## src/rtl/alarm_sequencer_if.sv

```systemverilog
// Control/status bundle between the alarm sequencer and its surroundings.
// The master side drives the tick, switch, match and button inputs; the slave side is the sequencer.
interface alarm_sequencer_if #(
    parameter int SNOOZE_SECONDS = 300,
    parameter int MAX_SNOOZES    = 3
);
    localparam int CW = (MAX_SNOOZES > 0) ? $clog2(MAX_SNOOZES + 1) : 1;
    localparam int RW = $clog2(SNOOZE_SECONDS + 1);

    logic          i_Tick_1Hz_Pulse;
    logic          i_Alarm_Enable;
    logic          i_Time_Match;
    logic          i_Snooze;
    logic          i_Dismiss;
    logic [1:0]    o_State;
    logic          o_Alarm_On;
    logic          o_Alarm_Enabled;
    logic [CW-1:0] o_Snooze_Count;
    logic [RW-1:0] o_Snooze_Remaining;

    modport master (
        output i_Tick_1Hz_Pulse, i_Alarm_Enable, i_Time_Match, i_Snooze, i_Dismiss,
        input  o_State, o_Alarm_On, o_Alarm_Enabled, o_Snooze_Count, o_Snooze_Remaining
    );

    modport slave (
        input  i_Tick_1Hz_Pulse, i_Alarm_Enable, i_Time_Match, i_Snooze, i_Dismiss,
        output o_State, o_Alarm_On, o_Alarm_Enabled, o_Snooze_Count, o_Snooze_Remaining
    );
endinterface

```

## src/rtl/alarm_sequencer.sv

```systemverilog
// Alarm arm/ring/snooze/dismiss controller on the 1 Hz tick.
// Ring auto-timeout is built only when ALARM_SEQUENCER_RING_TIMEOUT_EN is defined.
//
// state     | meaning
// DISABLED  | alarm switch off, all counters held at 0
// ARMED     | waiting for a rising edge of time match
// RINGING   | alarm output on
// SNOOZING  | alarm silenced, counting down to ring again
module alarm_sequencer #(
    parameter int SNOOZE_SECONDS       = 300,
    parameter int RING_TIMEOUT_SECONDS = 60,
    parameter int MAX_SNOOZES          = 3
) (
    input logic               i_Clk,
    input logic               i_Reset,
    alarm_sequencer_if.slave  bus
);
    localparam int CW = (MAX_SNOOZES > 0) ? $clog2(MAX_SNOOZES + 1) : 1;
    localparam int RW = $clog2(SNOOZE_SECONDS + 1);
    localparam logic [CW-1:0] MAX_COUNT   = CW'(MAX_SNOOZES);
    localparam logic [RW-1:0] SNOOZE_LOAD = RW'(SNOOZE_SECONDS);

    generate
        if (SNOOZE_SECONDS < 1) begin : g_bad_snooze
            $error("SNOOZE_SECONDS must be at least 1");
        end
        if (RING_TIMEOUT_SECONDS < 1) begin : g_bad_ring
            $error("RING_TIMEOUT_SECONDS must be at least 1");
        end
    endgenerate

    typedef enum logic [1:0] {
        ST_DISABLED = 2'd0,
        ST_ARMED    = 2'd1,
        ST_RINGING  = 2'd2,
        ST_SNOOZING = 2'd3
    } state_t;

    state_t        state_q, state_d;
    logic [CW-1:0] snooze_count_q, snooze_count_d;
    logic [RW-1:0] snooze_cnt_q, snooze_cnt_d;
    logic          match_prev_q, match_prev_d;
    logic          alarm_on_q, alarm_on_d;
    logic          enabled_q, enabled_d;
    logic          match_edge;

`ifdef ALARM_SEQUENCER_RING_TIMEOUT_EN
    localparam int TW = $clog2(RING_TIMEOUT_SECONDS + 1);
    localparam logic [TW-1:0] RING_LOAD = TW'(RING_TIMEOUT_SECONDS);
    logic [TW-1:0] ring_cnt_q, ring_cnt_d;
`endif

    // match_prev resets high so a match already present at enable never rings
    assign match_edge = bus.i_Time_Match & ~match_prev_q;

    always_comb begin
        state_d        = state_q;
        snooze_count_d = snooze_count_q;
        snooze_cnt_d   = snooze_cnt_q;
        match_prev_d   = bus.i_Time_Match;
`ifdef ALARM_SEQUENCER_RING_TIMEOUT_EN
        ring_cnt_d     = ring_cnt_q;
`endif
        if (!bus.i_Alarm_Enable) begin
            state_d        = ST_DISABLED;
            snooze_count_d = '0;
            snooze_cnt_d   = '0;
`ifdef ALARM_SEQUENCER_RING_TIMEOUT_EN
            ring_cnt_d     = '0;
`endif
        end else begin
            case (state_q)
                ST_DISABLED: state_d = ST_ARMED;
                ST_ARMED: begin
                    if (match_edge) begin
                        state_d = ST_RINGING;
`ifdef ALARM_SEQUENCER_RING_TIMEOUT_EN
                        ring_cnt_d = RING_LOAD;
`endif
                    end
                end
                ST_RINGING: begin
                    if (bus.i_Dismiss) begin
                        state_d        = ST_ARMED;
                        snooze_count_d = '0;
`ifdef ALARM_SEQUENCER_RING_TIMEOUT_EN
                        ring_cnt_d     = '0;
`endif
                    end else if (bus.i_Snooze && (snooze_count_q < MAX_COUNT)) begin
                        state_d        = ST_SNOOZING;
                        snooze_cnt_d   = SNOOZE_LOAD;
                        snooze_count_d = snooze_count_q + CW'(1);
`ifdef ALARM_SEQUENCER_RING_TIMEOUT_EN
                        ring_cnt_d     = '0;
`endif
                    end
`ifdef ALARM_SEQUENCER_RING_TIMEOUT_EN
                    else if (bus.i_Tick_1Hz_Pulse) begin
                        if (ring_cnt_q == TW'(1)) begin
                            state_d        = ST_ARMED;
                            snooze_count_d = '0;
                            ring_cnt_d     = '0;
                        end else if (ring_cnt_q != '0) begin
                            ring_cnt_d = ring_cnt_q - TW'(1);
                        end
                    end
`endif
                end
                ST_SNOOZING: begin
                    if (bus.i_Dismiss) begin
                        state_d        = ST_ARMED;
                        snooze_count_d = '0;
                        snooze_cnt_d   = '0;
                    end else if (bus.i_Tick_1Hz_Pulse) begin
                        if (snooze_cnt_q == RW'(1)) begin
                            state_d      = ST_RINGING;
                            snooze_cnt_d = '0;
`ifdef ALARM_SEQUENCER_RING_TIMEOUT_EN
                            ring_cnt_d   = RING_LOAD;
`endif
                        end else if (snooze_cnt_q != '0) begin
                            snooze_cnt_d = snooze_cnt_q - RW'(1);
                        end
                    end
                end
                default: state_d = ST_DISABLED;
            endcase
        end
        alarm_on_d = (state_d == ST_RINGING);
        enabled_d  = (state_d != ST_DISABLED);
    end

    always_ff @(posedge i_Clk or negedge i_Reset) begin
        if (!i_Reset) begin
            state_q        <= ST_DISABLED;
            snooze_count_q <= '0;
            snooze_cnt_q   <= '0;
            match_prev_q   <= 1'b1;
            alarm_on_q     <= 1'b0;
            enabled_q      <= 1'b0;
`ifdef ALARM_SEQUENCER_RING_TIMEOUT_EN
            ring_cnt_q     <= '0;
`endif
        end else begin
            state_q        <= state_d;
            snooze_count_q <= snooze_count_d;
            snooze_cnt_q   <= snooze_cnt_d;
            match_prev_q   <= match_prev_d;
            alarm_on_q     <= alarm_on_d;
            enabled_q      <= enabled_d;
`ifdef ALARM_SEQUENCER_RING_TIMEOUT_EN
            ring_cnt_q     <= ring_cnt_d;
`endif
        end
    end

    assign bus.o_State            = state_q;
    assign bus.o_Alarm_On         = alarm_on_q;
    assign bus.o_Alarm_Enabled    = enabled_q;
    assign bus.o_Snooze_Count     = snooze_count_q;
    assign bus.o_Snooze_Remaining = snooze_cnt_q;
endmodule

```

## src/flat_wrapper.sv

```systemverilog
// flat-port wrapper written by rule: the top's interface ports become plain ports
module alarm_sequencer_flat 
#(
    parameter int SNOOZE_SECONDS       = 300,
    parameter int RING_TIMEOUT_SECONDS = 60,
    parameter int MAX_SNOOZES          = 3
)
  (i_Clk, i_Reset, bus_i_Tick_1Hz_Pulse, bus_i_Alarm_Enable, bus_i_Time_Match, bus_i_Snooze, bus_i_Dismiss, bus_o_State, bus_o_Alarm_On, bus_o_Alarm_Enabled, bus_o_Snooze_Count, bus_o_Snooze_Remaining);
  alarm_sequencer_if #(.SNOOZE_SECONDS(SNOOZE_SECONDS), .MAX_SNOOZES(MAX_SNOOZES)) bus_i ();
  input logic i_Clk;
  input logic i_Reset;
  input wire logic [$bits(bus_i.i_Tick_1Hz_Pulse)-1:0] bus_i_Tick_1Hz_Pulse;
  input wire logic [$bits(bus_i.i_Alarm_Enable)-1:0] bus_i_Alarm_Enable;
  input wire logic [$bits(bus_i.i_Time_Match)-1:0] bus_i_Time_Match;
  input wire logic [$bits(bus_i.i_Snooze)-1:0] bus_i_Snooze;
  input wire logic [$bits(bus_i.i_Dismiss)-1:0] bus_i_Dismiss;
  output wire logic [$bits(bus_i.o_State)-1:0] bus_o_State;
  output wire logic [$bits(bus_i.o_Alarm_On)-1:0] bus_o_Alarm_On;
  output wire logic [$bits(bus_i.o_Alarm_Enabled)-1:0] bus_o_Alarm_Enabled;
  output wire logic [$bits(bus_i.o_Snooze_Count)-1:0] bus_o_Snooze_Count;
  output wire logic [$bits(bus_i.o_Snooze_Remaining)-1:0] bus_o_Snooze_Remaining;
  assign bus_i.i_Tick_1Hz_Pulse = bus_i_Tick_1Hz_Pulse;
  assign bus_i.i_Alarm_Enable = bus_i_Alarm_Enable;
  assign bus_i.i_Time_Match = bus_i_Time_Match;
  assign bus_i.i_Snooze = bus_i_Snooze;
  assign bus_i.i_Dismiss = bus_i_Dismiss;
  assign bus_o_State = bus_i.o_State;
  assign bus_o_Alarm_On = bus_i.o_Alarm_On;
  assign bus_o_Alarm_Enabled = bus_i.o_Alarm_Enabled;
  assign bus_o_Snooze_Count = bus_i.o_Snooze_Count;
  assign bus_o_Snooze_Remaining = bus_i.o_Snooze_Remaining;
  alarm_sequencer #(.SNOOZE_SECONDS(SNOOZE_SECONDS), .RING_TIMEOUT_SECONDS(RING_TIMEOUT_SECONDS), .MAX_SNOOZES(MAX_SNOOZES)) u_core (.i_Clk(i_Clk), .i_Reset(i_Reset), .bus(bus_i));
endmodule
```

## config.mk

```make
export PLATFORM = sky130hd
export DESIGN_NAME = alarm_sequencer_flat
export DESIGN_NICKNAME = d
export VERILOG_FILES = /design/src/rtl/alarm_sequencer_if.sv /design/src/rtl/alarm_sequencer.sv /design/src/flat_wrapper.sv
export SDC_FILE = /design/constraint.sdc
export NUM_CORES = 1
export LEC_CHECK = 0
export CAP_MARGIN = 30
export CORE_MARGIN = 1
export CORE_UTILIZATION = 52
export CTS_CLUSTER_DIAMETER = 150
export CTS_CLUSTER_SIZE = 30
export DETAILED_ROUTE_END_ITERATION = 10
export PLACE_DENSITY = 0.92
export SYNTH_ARGS = -nofsm -noshare
export SYNTH_HDL_FRONTEND = slang
export SYNTH_SLANG_ARGS = --single-unit
```

## constraint.sdc

```tcl
create_clock -name i_Clk -period 5.3 [get_ports i_Clk]
set_input_delay 0.795 -clock i_Clk [delete_from_list [all_inputs] [get_ports i_Clk]]
set_output_delay 0.795 -clock i_Clk [all_outputs]
set_load 0.01 [all_outputs]
```

==> results of run 1 <==
[power breakdown]
part           internal [mW]  leakage (nW)  switching [mW]  total, mW
logic                 0.0260         0.277          0.0262     0.0522
registers              0.128         0.208         0.00804      0.136
clock network         0.0294        0.0150          0.0387     0.0681
total                  0.184         0.500          0.0729      0.256
[layer usage]
metal  global-route usage  wire length (um)
met5                    0                 0
met4                0.145                55
met3               0.0635               156
met2                0.423              1140
met1                0.348               944
[layout by cell type (no fill, tap or decap), types with 2 or more instances in the layout]
cell type        instances
clkdlybuf4s50_1         21
o21ai_0                 17
dfrtp_1                 15
nor2_1                  10
inv_1                    8
nand2_1                  8
a21oi_1                  7
nor3_1                   4
ha_1                     4
nor2b_1                  3
a31oi_1                  3
or4_1                    3
o31ai_1                  3
clkbuf_4                 3
or4_4                    2
o311ai_0                 2
nand3_1                  2
[worst max-delay path, delay by kind of cell]
kind            cells  cell delay, ns
simple gates        2            0.68
compound gates      3            0.77
buf+inv             1            0.45
[per-stage QoR]
stage	util	total power, mW	hold WS (ns)	instances
after floorplan	-	0.169	0.499	109
after global placement	0.672	0.188	0.493	151
after detailed placement	0.672	0.190	0.516	151
after CTS	0.687	0.258	0.530	155
after global routing	0.687	0.271	0.567	155
final	0.687	0.256	0.524	155
[registers in the layout, indices dropped and copies added, names as in the netlist]
signal and count:
u_core.bus.o_Alarm_Enabled 1, u_core.bus.o_Alarm_On 1, u_core.bus.o_Snooze_Count 2, u_core.bus.o_Snooze_Remaining 9, u_core.bus.o_State 2, u_core.match_prev_q 1
[area by class of cell]
| type | count | area [um^2] |
|---|---|---|
| Clock buffer | 4 | 26.3 |
| Timing Repair Buffer | 21 | 210 |
| Sequential cell | 16 | 402 |
| Fill cell | 137 | 547 |
| Inverter | 8 | 30.0 |
| Multi-Input combinational cell | 81 | 499 |
| Tap cell | 25 | 31.3 |
[logic make-up after synthesis]
kind of cell | count (synthesis)
buffers and inverters | 12
AND/OR/NAND/NOR | 41
AO/OA/AOI/OAI | 36
adder cells (fa/ha/maj) | 4
flip-flops | 16
[how the worst max path moves through the flow]
stage	from	to	slack (ns)
final	bus_i_Snooze	u_core.bus.o_Snooze_Remaining[3]	2.82
after global routing	bus_i_Snooze	u_core.bus.o_Snooze_Remaining[3]	2.56
after CTS	bus_i_Snooze	u_core.bus.o_Snooze_Remaining[3]	2.82
after detailed placement	bus_i_Snooze	u_core.bus.o_Snooze_Remaining[3]	2.52
after global placement	bus_i_Snooze	u_core.bus.o_Snooze_Remaining[2]	2.59
after floorplan	bus_i_Snooze	u_core.bus.o_Snooze_Remaining[2]	3.23
==> results.yml, run 1 <==
synth:
  yosysMostFrequentCell: "o21ai_0"
  ys_top_cells_by_count: "o21ai_0, dfrtp_1, nor2_1"
  synthSimpleGateAreaFrac: 0.238
  synth_edf_count: 0
  synthArstFlopShare: 1.00
  synth_compound_area_frac: 0.219
  synthXorXnorAreaFrac: 0
  synth_cell_types: 33
  ys_seq_area_frac: 0.408
  synth_ff_type: "dfrtp_1"
  synth_area_leaders: "dfrtp_1, o21ai_0, ha_1"
  syn_nets: 120
  ys_ff_latch: 16
  synth_fa_ha_area_frac: 0.0509
  yosysTopAreaCell: "dfrtp_1"
  yosysWarnings: 0
  synth_area_um2: 983
  synthMuxAreaShare: 0
  synth_cells: 109
  synth_top_family_by_area: "simple AND/OR/NAND/NOR gates"
  synth_top_area_share: 0.382
  avgSynthCellArea_um2: 9.02
clock_tree:
  h-tree-depth: 1
  cts.sinks: 16
  clk_latency_ns: 0.30
  clk_pin_slew_ns: 0.09
  post_cts_resized: 0
  holdBufCountCts: 0
  clk_path_buf_depth: 2
  numCtsBuffers: 3
  post-cts-setup-buffer-count: 0
  cts_tree: "built"
  cts-root-buf: "clkbuf_4"
critical_path:
  cp.arrival_ns: 2.70
  critical_path_class: "primary input to flop"
  timing.rr.start: "u_core.bus.o_Snooze_Remaining[1]"
  critPathRequiredTime_ns: 5.52
  rrSetupSlack_ns: 3.00
  cp_slowest_cell: "clkdlybuf4s50_1"
  path_cells: "clkdlybuf4s50_1 -> or2b_2 -> o311ai_0 -> o21ai_2 -> or2_2 -> o21ai_0"
  critPathCaptureType: "flop"
  startpoint_type: "primary input"
  cp_max_fo: 11
  cpPeakStageDelay_ns: 0.45
  reg2regPathDepth: 7
  reg2reg_to: "u_core.bus.o_Snooze_Remaining[7]"
pwr:
  p_per_area_nw_per_um2: 214
  p_leak_nw: 0.500
  irDropWorstVdd_mv: 0.142
global_routing:
  grt_max_degree: 17
  grt_pass1_wl_mm: 3.84
  grt-ovfl-total: 0
  track_usage: 0.272
  grt_pass1_vias: 813
  antenna_found_initial: 0
sta:
  hold_violations: 0
  period_needed_ns: 2.48
  tns_ns: 0
  fin_crit_sh: 0.467
  rsz0062_at_grt: "false"
  fmax_ghz: 0.404
  worst_slack_ns: 2.82
  worst_pin_slew_ns: 0.731
  relSlewSlack: 0.511
  slew_violations: 0
  skew_ns: 0.00251
  finalSetupViolations: 0
detailed_routing:
  via_count: 940
  first_iter_violations: 44
  vias_per_cell: 6.06
  drt-total-wl_mm: 2.30
  wire_per_inst_um: 14.8
  drtPass1Iterations: 6
  drc: 0
  ant_nets: 0
outcome:
  status: "finished, final reports clean"
die:
  core_area_um2: 1750
  die_h_um: 45.5
  initial_core_util: 0.563
  die-area_um2: 2070
  ios: 22
  row_count: 15
  fp.dieW_um: 45.5
placement:
  dpl.hpwl_mm: 1.64
  dp_slack_ns: 2.52
  place.gp.congestion: 0.969
  placed_area_um2: 1170
  port_buffers: 21
hold_path:
  hold_path.startpoint: "u_core.bus.o_Snooze_Remaining[7]"
  worst_hold_path.endpoint: "u_core.bus.o_Snooze_Remaining[7]"
  hp-class: "flop to flop"
  whs_path_depth: 1
final_layout:
  areaGrowthSynthToFinish_pct: 21.9
  diodes: 0
  finalNetCount: 142
  final_layout_size_suffix_gt1_frac: 0.100
  stdcell_area_um2: 1200
flow_run:
  drv_cap: 0
No activity file was read; power rests on OpenSTA's default activity.
==> run 2: changes to the inputs <==
--- a/config.mk
+++ b/config.mk
@@ -7,11 +7,11 @@
 export LEC_CHECK = 0
 export CAP_MARGIN = 30
 export CORE_MARGIN = 1
-export CORE_UTILIZATION = 52
+export CORE_UTILIZATION = 44
 export CTS_CLUSTER_DIAMETER = 150
 export CTS_CLUSTER_SIZE = 30
 export DETAILED_ROUTE_END_ITERATION = 10
-export PLACE_DENSITY = 0.92
+export PLACE_DENSITY = 0.84
 export SYNTH_ARGS = -nofsm -noshare
 export SYNTH_HDL_FRONTEND = slang
 export SYNTH_SLANG_ARGS = --single-unit
==> constraint.sdc (replaced) <==
create_clock -name i_Clk -period 2.2 [get_ports i_Clk]
set_input_delay 0.33 -clock i_Clk [delete_from_list [all_inputs] [get_ports i_Clk]]
set_output_delay 0.33 -clock i_Clk [all_outputs]
set_load 0.01 [all_outputs]
==> run 2 against run 1 <==
- clock skew barely moved
- register-to-register slack worse by 2.9 ns
- utilization is 5.7 points lower
- first-iteration DRC count shrank 45%
- combinational power grew to 2.5 times the previous value
- die area is 17% higher
- critical path type is now flop to flop
- largest cell class unchanged
- highest routed layer unchanged
==> results.yml, run 2 (same netlist as run 1, synthesis figures left out) <==
critical_path:
  critical_path_class: "flop to flop"
  critPathRequiredTime_ns: 2.40
  cp_max_fo: 5
  rrSetupSlack_ns: 0.12
  reg2regPathDepth: 7
  critPathCaptureType: "flop"
  reg2reg_to: "u_core.bus.o_Snooze_Remaining[8]"
  timing.rr.start: "u_core.bus.o_Snooze_Remaining[0]"
  cp.arrival_ns: 2.28
  startpoint_type: "flop"
sta:
  fin_crit_sh: 0.944
  skew_ns: 0.00224
  slew_violations: 0
  whs_ns: 0.472
  worst_pin_slew_ns: 0.714
  relSlewSlack: 0.522
  hold_violations: 0
  rsz0062_at_grt: "false"
  worst_slack_ns: 0.123
  finalSetupViolations: 0
  fmax_ghz: 0.481
  period_needed_ns: 2.08
  tns_ns: 0
clock_tree:
  clk_latency_ns: 0.28
  h-tree-depth: 1
  cts.sinks: 16
  cts_tree: "built"
  numCtsBuffers: 3
  clk_pin_slew_ns: 0.09
  post-cts-setup-buffer-count: 0
  cts-root-buf: "clkbuf_4"
  clk_path_buf_depth: 2
detailed_routing:
  drc: 0
  wire_per_inst_um: 14.0
  drt-total-wl_mm: 2.31
  first_iter_violations: 24
  vias_per_cell: 5.78
  via_count: 953
  ant_nets: 0
  drtPass1Iterations: 5
final_layout:
  largest_reg_flops: 9
  layout_common_cells: "clkdlybuf4s50_1, o21ai_0, dfrtp_1"
  diodes: 0
  finalNetCount: 150
  stdcell_area_um2: 1270
  fill_cells: 193
  final_layout_size_suffix_gt1_frac: 0.167
  final_cells: 165
  utilization: 0.630
  areaGrowthSynthToFinish_pct: 29.5
  final_common_cell: "clkdlybuf4s50_1"
global_routing:
  track_usage: 0.218
  antenna_found_initial: 0
  grt-ovfl-total: 0
  grt_pass1_wl_mm: 4.08
  grt_max_degree: 17
  grt_pass1_vias: 963
pwr:
  clkPwrFrac: 0.288
  p_per_area_nw_per_um2: 508
  p_sw_mw: 0.170
  p_total_mw: 0.647
  internal_power_mw: 0.476
  p_seq_frac: 0.508
  p_sw_frac: 0.263
  pwr-share-comb: 0.204
  irDropWorstVdd_mv: 0.336
  p_leak_nw: 0.546
placement:
  port_buffers: 21
  place.gp.congestion: 0.919
  placed_area_um2: 1230
  dpl.hpwl_mm: 1.74
  dp_slack_ns: 0.0683
  dp.cells: 161
die:
  core_area_um2: 2020
  die_h_um: 49.3
  die-area_um2: 2430
  row_count: 16
  initial_core_util: 0.486
  fp.dieW_um: 49.3
  ios: 22
hold_path:
  hp-class: "primary input to async pin"
outcome:
  status: "finished, final reports clean"
flow_run:
  drv_cap: 0
run 2: cell types whose count changed in the layout (fill, tap and decap cells not counted), sizes merged:
| cell | delta |
|---|---|
| buf | +8 |
run 2: how the worst max path moves through the flow:
stage                                startpoint                               end  slack, ns  cells past startpoint
2_1_floorplan  u_core.bus.o_Snooze_Remaining[1]             u_core.bus.o_Alarm_On       0.20                      7
3_3_place_gp                       bus_i_Snooze  u_core.bus.o_Snooze_Remaining[8]       0.11                      6
3_5_place_dp                       bus_i_Snooze  u_core.bus.o_Snooze_Remaining[2]       0.07                      6
4_1_cts        u_core.bus.o_Snooze_Remaining[1]  u_core.bus.o_Snooze_Remaining[5]       0.12                      8
5_1_grt        u_core.bus.o_Snooze_Remaining[1]  u_core.bus.o_Snooze_Remaining[3]      0.001                      8
6_report       u_core.bus.o_Snooze_Remaining[0]  u_core.bus.o_Snooze_Remaining[8]       0.12                      7
run 2: routing by layer:
layer | global-route usage | up-vias | wire (um)
li1 | - | 451 | -
met5 | 0 | - | 0
met1 | 0.264 | 466 | 1040
met4 | 0.0882 | 0 | 16
met2 | 0.381 | 32 | 1160
met3 | 0.0312 | 4 | 97
run 2: repair_timing:
| action | CTS | global route |
|---|---|---|
| hold buffers | 0 | 0 |
| gates resized for setup | 0 | 3 |
| endpoints found under the setup margin | 0 | 6 |
run 2: layout make-up:
type / instances / area [um^2] / share of cell area
sequential: 16 / 402 / 0.315
tap: 27 / 33.8 / 0.0265
multi-input combinational: 81 / 502 / 0.394
inverter: 8 / 30.0 / 0.0236
timing repair buffer: 29 / 270 / 0.212
clock buffer: 4 / 36.3 / 0.0285
run 2: power by group through the flow:
stage,registers (mW),logic [mW],clock network [mW]
2_1_floorplan,0.334,0.0725,0
3_3_place_gp,0.333,0.126,0
3_5_place_dp,0.335,0.129,0
4_1_cts,0.329,0.130,0.195
5_1_grt,0.332,0.145,0.220
6_report,0.329,0.132,0.186
run 2: worst max-delay path, stage by stage, from the launching register on:
cell and delay [ns]:
dfrtp_1 0.41, inv_1 0.12, ha_1 0.20, or3b_2 0.50
or4_1 0.42, a21oi_1 0.15, nor2_1 0.05, o21ai_0 0.14
==> run 3: changes to the inputs <==
--- a/config.mk
+++ b/config.mk
@@ -6,7 +6,6 @@
 export NUM_CORES = 1
 export LEC_CHECK = 0
 export CAP_MARGIN = 30
-export CORE_MARGIN = 1
 export CORE_UTILIZATION = 44
 export CTS_CLUSTER_DIAMETER = 150
 export CTS_CLUSTER_SIZE = 30
==> results of run 3 <==
Final layout, timing and power as in run 2 (identical DEF).
